[src/rtl/cu_microop_decoder_if.sv]
// Decoder bus: counter state and handshake inputs toward the decoder, control strobes and status back.
interface cu_microop_decoder_if #(
  parameter int N     = 4,
  parameter int CNT_W = 16
);
  logic [N-1:0]     state;
  logic             mem_rdy;
  logic             run;
  logic             step;
  logic             cnt_clr;
  logic             cnt_load;
  logic             cnt_inc;
  logic             ar_ld_pc;
  logic             ar_ld_dr;
  logic             pc_inc;
  logic             pc_ld;
  logic             dr_ld;
  logic             ir_ld;
  logic             ac_ld;
  logic             ac_inc;
  logic             alu_sel;
  logic             mem_rd;
  logic             halted;
  logic             err;
  logic [N-1:0]     fault_state;
  logic [CNT_W-1:0] instr_cnt;

  modport master (
    output state, mem_rdy, run, step,
    input  cnt_clr, cnt_load, cnt_inc, ar_ld_pc, ar_ld_dr, pc_inc, pc_ld,
           dr_ld, ir_ld, ac_ld, ac_inc, alu_sel, mem_rd, halted, err,
           fault_state, instr_cnt
  );

  modport slave (
    input  state, mem_rdy, run, step,
    output cnt_clr, cnt_load, cnt_inc, ar_ld_pc, ar_ld_dr, pc_inc, pc_ld,
           dr_ld, ir_ld, ac_ld, ac_inc, alu_sel, mem_rd, halted, err,
           fault_state, instr_cnt
  );
endinterface

[src/rtl/cu_microop_decoder.sv]
// Micro-op decoder for the simple CPU control unit: state decode, memory wait/timeout, step gating, error capture.
// Optional retired-instruction counter built only when CU_INSTR_COUNT_EN is defined.
module cu_microop_decoder #(
  parameter int N       = 4,
  parameter int TIMEOUT = 16,
  parameter int CNT_W   = 16
) (
  input logic                clk,
  input logic                clr,
  cu_microop_decoder_if.slave bus
);

  typedef enum logic [N-1:0] {
    FETCH1 = N'(0),
    FETCH2 = N'(1),
    FETCH3 = N'(2),
    AND1   = N'(3),
    AND2   = N'(4),
    ADD1   = N'(5),
    ADD2   = N'(6),
    JMP1   = N'(7),
    INC1   = N'(8)
  } state_e;

  localparam int WW = (TIMEOUT > 1) ? $clog2(TIMEOUT + 1) : 1;

  logic          r_err;
  logic [N-1:0]  r_fault_state;
  logic [WW-1:0] r_wait;
  logic          r_step_pend;

  state_e w_state;
  logic   w_rd_state;
  logic   w_timeout;
  logic   w_illegal;
  logic   w_go;

  assign w_state    = state_e'(bus.state);
  assign w_rd_state = (w_state == FETCH2) || (w_state == AND1) || (w_state == ADD1);
  assign w_illegal  = (bus.state > INC1);
  assign w_go       = r_step_pend | bus.step;
  // r_wait holds the count of earlier not-ready cycles, so this cycle is the TIMEOUT-th one.
  assign w_timeout  = w_rd_state && !bus.mem_rdy && !r_err && (r_wait == WW'(TIMEOUT - 1));

  always_comb begin
    bus.cnt_clr  = 1'b0;
    bus.cnt_load = 1'b0;
    bus.cnt_inc  = 1'b0;
    bus.ar_ld_pc = 1'b0;
    bus.ar_ld_dr = 1'b0;
    bus.pc_inc   = 1'b0;
    bus.pc_ld    = 1'b0;
    bus.dr_ld    = 1'b0;
    bus.ir_ld    = 1'b0;
    bus.ac_ld    = 1'b0;
    bus.ac_inc   = 1'b0;
    bus.alu_sel  = 1'b0;
    bus.mem_rd   = 1'b0;
    bus.halted   = 1'b0;
    if (clr || r_err || w_illegal || w_timeout) begin
      bus.cnt_clr = 1'b1;
    end else begin
      case (w_state)
        FETCH1: begin
          if (bus.run || w_go) begin
            bus.ar_ld_pc = 1'b1;
            bus.cnt_inc  = 1'b1;
          end else begin
            bus.halted = 1'b1;
          end
        end
        FETCH2: begin
          bus.mem_rd = 1'b1;
          if (bus.mem_rdy) begin
            bus.dr_ld   = 1'b1;
            bus.pc_inc  = 1'b1;
            bus.cnt_inc = 1'b1;
          end
        end
        FETCH3: begin
          bus.ir_ld    = 1'b1;
          bus.ar_ld_dr = 1'b1;
          bus.cnt_load = 1'b1;
        end
        AND1, ADD1: begin
          bus.mem_rd = 1'b1;
          if (bus.mem_rdy) begin
            bus.dr_ld   = 1'b1;
            bus.cnt_inc = 1'b1;
          end
        end
        AND2: begin
          bus.ac_ld   = 1'b1;
          bus.alu_sel = 1'b1;
          bus.cnt_clr = 1'b1;
        end
        ADD2: begin
          bus.ac_ld   = 1'b1;
          bus.cnt_clr = 1'b1;
        end
        JMP1: begin
          bus.pc_ld   = 1'b1;
          bus.cnt_clr = 1'b1;
        end
        INC1: begin
          bus.ac_inc  = 1'b1;
          bus.cnt_clr = 1'b1;
        end
        default: bus.cnt_clr = 1'b1;
      endcase
    end
  end

  always_ff @(posedge clk) begin
    if (clr) begin
      r_err         <= 1'b0;
      r_fault_state <= '0;
      r_wait        <= '0;
      r_step_pend   <= 1'b0;
    end else begin
      if (!r_err && (w_illegal || w_timeout)) begin
        r_err         <= 1'b1;
        r_fault_state <= bus.state;
      end
      if (!w_rd_state || bus.mem_rdy || w_timeout || r_err) begin
        r_wait <= '0;
      end else begin
        r_wait <= r_wait + WW'(1);
      end
      if ((w_state == FETCH1) && !bus.run) begin
        if (w_go) begin
          r_step_pend <= 1'b0;
        end
      end else if (bus.step && !bus.run) begin
        r_step_pend <= 1'b1;
      end
    end
  end

  assign bus.err         = r_err & ~clr;
  assign bus.fault_state = clr ? '0 : r_fault_state;

`ifdef CU_INSTR_COUNT_EN
  logic [CNT_W-1:0] r_instr_cnt;
  logic             w_retire;

  assign w_retire = !clr && !r_err && (w_state inside {AND2, ADD2, JMP1, INC1});

  always_ff @(posedge clk) begin
    if (clr) begin
      r_instr_cnt <= '0;
    end else if (w_retire) begin
      r_instr_cnt <= r_instr_cnt + CNT_W'(1);
    end
  end

  assign bus.instr_cnt = clr ? '0 : r_instr_cnt;
`else
  assign bus.instr_cnt = {CNT_W{1'b0}};
`endif

endmodule

[src/flat_wrapper.sv]
// flat-port wrapper written by rule: the top's interface ports become plain ports
module cu_microop_decoder_flat 
#(
  parameter int N       = 4,
  parameter int TIMEOUT = 16,
  parameter int CNT_W   = 16
)
  (clk, clr, bus_state, bus_mem_rdy, bus_run, bus_step, bus_cnt_clr, bus_cnt_load, bus_cnt_inc, bus_ar_ld_pc, bus_ar_ld_dr, bus_pc_inc, bus_pc_ld, bus_dr_ld, bus_ir_ld, bus_ac_ld, bus_ac_inc, bus_alu_sel, bus_mem_rd, bus_halted, bus_err, bus_fault_state, bus_instr_cnt);
  cu_microop_decoder_if #(.N(N), .CNT_W(CNT_W)) bus_i ();
  input logic clk;
  input logic clr;
  input wire logic [$bits(bus_i.state)-1:0] bus_state;
  input wire logic [$bits(bus_i.mem_rdy)-1:0] bus_mem_rdy;
  input wire logic [$bits(bus_i.run)-1:0] bus_run;
  input wire logic [$bits(bus_i.step)-1:0] bus_step;
  output wire logic [$bits(bus_i.cnt_clr)-1:0] bus_cnt_clr;
  output wire logic [$bits(bus_i.cnt_load)-1:0] bus_cnt_load;
  output wire logic [$bits(bus_i.cnt_inc)-1:0] bus_cnt_inc;
  output wire logic [$bits(bus_i.ar_ld_pc)-1:0] bus_ar_ld_pc;
  output wire logic [$bits(bus_i.ar_ld_dr)-1:0] bus_ar_ld_dr;
  output wire logic [$bits(bus_i.pc_inc)-1:0] bus_pc_inc;
  output wire logic [$bits(bus_i.pc_ld)-1:0] bus_pc_ld;
  output wire logic [$bits(bus_i.dr_ld)-1:0] bus_dr_ld;
  output wire logic [$bits(bus_i.ir_ld)-1:0] bus_ir_ld;
  output wire logic [$bits(bus_i.ac_ld)-1:0] bus_ac_ld;
  output wire logic [$bits(bus_i.ac_inc)-1:0] bus_ac_inc;
  output wire logic [$bits(bus_i.alu_sel)-1:0] bus_alu_sel;
  output wire logic [$bits(bus_i.mem_rd)-1:0] bus_mem_rd;
  output wire logic [$bits(bus_i.halted)-1:0] bus_halted;
  output wire logic [$bits(bus_i.err)-1:0] bus_err;
  output wire logic [$bits(bus_i.fault_state)-1:0] bus_fault_state;
  output wire logic [$bits(bus_i.instr_cnt)-1:0] bus_instr_cnt;
  assign bus_i.state = bus_state;
  assign bus_i.mem_rdy = bus_mem_rdy;
  assign bus_i.run = bus_run;
  assign bus_i.step = bus_step;
  assign bus_cnt_clr = bus_i.cnt_clr;
  assign bus_cnt_load = bus_i.cnt_load;
  assign bus_cnt_inc = bus_i.cnt_inc;
  assign bus_ar_ld_pc = bus_i.ar_ld_pc;
  assign bus_ar_ld_dr = bus_i.ar_ld_dr;
  assign bus_pc_inc = bus_i.pc_inc;
  assign bus_pc_ld = bus_i.pc_ld;
  assign bus_dr_ld = bus_i.dr_ld;
  assign bus_ir_ld = bus_i.ir_ld;
  assign bus_ac_ld = bus_i.ac_ld;
  assign bus_ac_inc = bus_i.ac_inc;
  assign bus_alu_sel = bus_i.alu_sel;
  assign bus_mem_rd = bus_i.mem_rd;
  assign bus_halted = bus_i.halted;
  assign bus_err = bus_i.err;
  assign bus_fault_state = bus_i.fault_state;
  assign bus_instr_cnt = bus_i.instr_cnt;
  cu_microop_decoder #(.N(N), .TIMEOUT(TIMEOUT), .CNT_W(CNT_W)) u_core (.clk(clk), .clr(clr), .bus(bus_i));
endmodule
[config.mk]
export PLATFORM = sky130hd
export DESIGN_NAME = cu_microop_decoder_flat
export DESIGN_NICKNAME = d
export VERILOG_FILES = /design/src/rtl/cu_microop_decoder_if.sv /design/src/rtl/cu_microop_decoder.sv /design/src/flat_wrapper.sv
export SDC_FILE = /design/constraint.sdc
export NUM_CORES = 1
export LEC_CHECK = 0
export BUFFER_PORTS_ARGS = -buffer_cell sky130_fd_sc_hd__buf_2
export CORE_ASPECT_RATIO = 0.75
export CORE_MARGIN = 4
export CORE_UTILIZATION = 44
export CTS_CLUSTER_SIZE = 16
export DETAILED_ROUTE_END_ITERATION = 6
export PLACE_DENSITY = 0.86
export SLEW_MARGIN = 20
export SYNTH_ARGS = -nofsm -noshare
export SYNTH_HDL_FRONTEND = slang
export SYNTH_SLANG_ARGS = --single-unit
[constraint.sdc]
create_clock -name clk -period 2 [get_ports clk]
set_input_delay 0.1 -clock clk [delete_from_list [all_inputs] [get_ports clk]]
set_output_delay 0.1 -clock clk [all_outputs]
set_load 0.01 [all_outputs]
==> impl_metrics.yaml <==
placement:
  port_buffers: 27
  dpl.hpwl_mm: 1.31
  place.gp.congestion: 0.820
  post_dp_cell_area_sq_um: 881
  post-place-cells: 148
die:
  die_w_um: 58.3
  fp.dieArea_sq_um: 2660
  initial_core_util: 0.474
  die_h_um: 45.7
  rows: 13
  ios: 44
  core_sq_um: 1760
power_and_ir_drop:
  switching_power_w: 0.000142
  p_int_w: 0.000347
  comb_power_share: 0.227
  sw_frac_of_total: 0.290
  power_leakage_nw: 0.510
  irDropWorstVdd_mv: 0.342
  p_seq_frac: 0.477
  p_per_area_nw_per_um2: 484
  p_total_w: 0.000489
  p_clk_frac: 0.296
synth:
  seq_area_frac_synth: 0.264
  syn_avg_cell_area_sq_um: 7.79
  yosysTopAreaCellShare: 0.264
  synth_flop_cell: "dfxtp_1"
  synth-seq-cells: 11
  synthCells: 107
  yosys_warnings: 0
  async_flop_share: 0
  synthTopCellsByCount: "18 x buf_4, 18 x nor2_1, 11 x dfxtp_1"
  syn_area_sq_um: 833
  synth_edf_count: 0
  synth_largest_area_cell: "dfxtp_1"
  yosys-top-cells-area: "dfxtp_1 26%, buf_4 16%, nor2_1 8.1%, inv_1 4.1%, ha_1 3.0%"
  yosysUniqueCellTypes: 34
route:
  met3_length_um: 172
  met2_wirelength_um: 838
  avgViaCountPerCell: 4.66
  top_layer: "met4"
  drt_iter0_drc: 8
  wl_mm: 1.69
  wire_per_inst_um: 10.7
  vias: 737
  final_antenna_net_count: 0
  post-route-drc-count: 0
  wl_met1_um: 655
  dr.pass1.iters: 4
setup_path:
  critPathMaxFanout: 6
  cp-start-kind: "register"
  crit_type: "reg -> out"
  worstPathArrival_ps: 1840
  slowest_stage: "dfxtp_2"
  slowest_delay_ps: 340
  critPathTopFamily: "simple AND/OR/NAND/NOR gates"
  crit_path_end_kind: "output pin"
  path_buf_inv: 1
  required_ps: 1900
  crit_top_cell: "ha_4"
  crit_chain: "ha_4 > and3_4 > ha_4 > a31oi_4 > o21ai_4 > nor4b_2 > buf_2"
finish:
  final_area_sq_um: 1010
  final_cells: 158
  drive_gt1_frac: 0.353
  synthToLayoutAreaGrowth_pct: 21.3
  antenna_cells: 0
  nNetsFinal: 148
status:
  outcome: "finished, final reports clean"
global_route:
  grt_max_degree: 13
  grt_overflow: 0
  antenna_found_initial: 0
  first_global_vias: 635
  grt_pass1_wl_mm: 2.62
  groute.usage.overall: 0.128
sta:
  tightestPinTransition_ps: 559
  finalCriticalPeriod_ps: 1940
  timing.fmax_ghz: 0.516
  period_share: 0.969
  fin_skew_ps: 2.62
  rsz0062_at_grt: "yes"
  drv_slew: 0
  slew_headroom: 0.624
  hold_viol: 0
  setup_viol: 0
hold_path:
  min_path_type: "in -> reg"
clock_network:
  cts_buffer_depth: 2
  clk_pin_slew_ps: 70
  cts_buffers: 3
  cts-root-buf: "clkbuf_4"
  cts_max_level: 1
  clock_sinks: 11
  clkLatencyLatePin_ps: 260
  hold_buffers: 0
  cts_tree: "yes"
flow_run:
  maxCapViolCount: 0
## state kept, by name, summed over array words and instances, names as in the netlist
signal                cells
u_core.r_err              1
u_core.r_fault_state      4
u_core.r_step_pend        1
u_core.r_wait             5
## power groups by stage
stage / logic [W] / registers (W) / clock network [W]
after floorplan: 0.000100 / 0.000237 / 0
after global placement: 0.0000954 / 0.000238 / 0
after detailed placement: 0.0000975 / 0.000238 / 0
after CTS: 0.000106 / 0.000233 / 0.000152
after global routing: 0.000123 / 0.000234 / 0.000166
final: 0.000111 / 0.000233 / 0.000145
## stage by stage
step / utilization / setup WS, ps / hold slack [ps] / TNS [ps]
2_1_floorplan: - / 279 / 256 / 0
3_3_place_gp: 0.501 / 188 / 380 / 0
3_5_place_dp: 0.501 / 50.1 / 399 / 0
4_1_cts: 0.550 / 1.09 / 120 / 0
5_1_grt: 0.575 / -10.8 / 144 / -10.8
6_report: 0.575 / 61.3 / 130 / 0
## metal layers
layer  vias to the layer above  GRT usage
li1                        376          -
met1                       329      0.142
met2                        30      0.234
met3                         2     0.0453
met4                         0     0.0324
met5                         -          0
## timing repair
item | CTS | global route
setup endpoints to repair | 8 | 7
pin swaps | 4 | 6
resized for setup | 6 | 5
buffers inserted | 4 | 2
## layout by cell type, fill, tap and decap left out, types with 2 or more instances in the layout
cell type and instances:
a21oi_1 3, and4b_1 2, buf_2 27, buf_4 5, clkbuf_4 3, conb_1 16
dfxtp_1 9, dfxtp_2 2, ha_4 2, inv_1 9, nand2_1 4, nand2b_1 4
nor2_1 18, nor2b_1 4, nor3_1 5, o21a_1 2, o32ai_1 2
## cell type report
cell class                      count  area, sq um
Clock buffer                        4         26.3
Fill cell                         171          746
Inverter                            9         33.8
Multi-Input combinational cell     79          517
Sequential cell                    11          223
Tap cell                           22         27.5
Timing Repair Buffer               33          184
## cell families (layout without fill, tap and decap cells)
kind of cell | after synthesis | count (layout) | share of synthesized area
buffers and inverters | 32 | 46 | 0.246
AO/OA/AOI/OAI | 12 | 12 | 0.102
flip-flops | 11 | 11 | 0.264
AND/OR/NAND/NOR | 47 | 47 | 0.332
other | 1 | 16 | 0.00450
XOR/XNOR | 2 | 2 | 0.0210
adder cells (fa/ha/maj) | 2 | 2 | 0.0300
## worst min-delay path: cells and delay by family
| family | cells | cell delay [ps] |
|---|---|---|
| buffers and inverters | 2 | 170 |
| AO/OA/AOI/OAI | 1 | 70 |
## final timing paths
| kind | from | end | slack [ps] | cells after the start |
|---|---|---|---|---|
| min | bus_run | u_core.r_step_pend | 130 | 3 |
| max | u_core.r_wait[1] | bus_pc_inc | 60 | 7 |
| min reg2reg | u_core.r_fault_state[3] | u_core.r_fault_state[3] | 470 | 1 |
| max reg2reg | u_core.r_wait[1] | u_core.r_fault_state[1] | 250 | 8 |
Power figures use the tool's default switching activity.
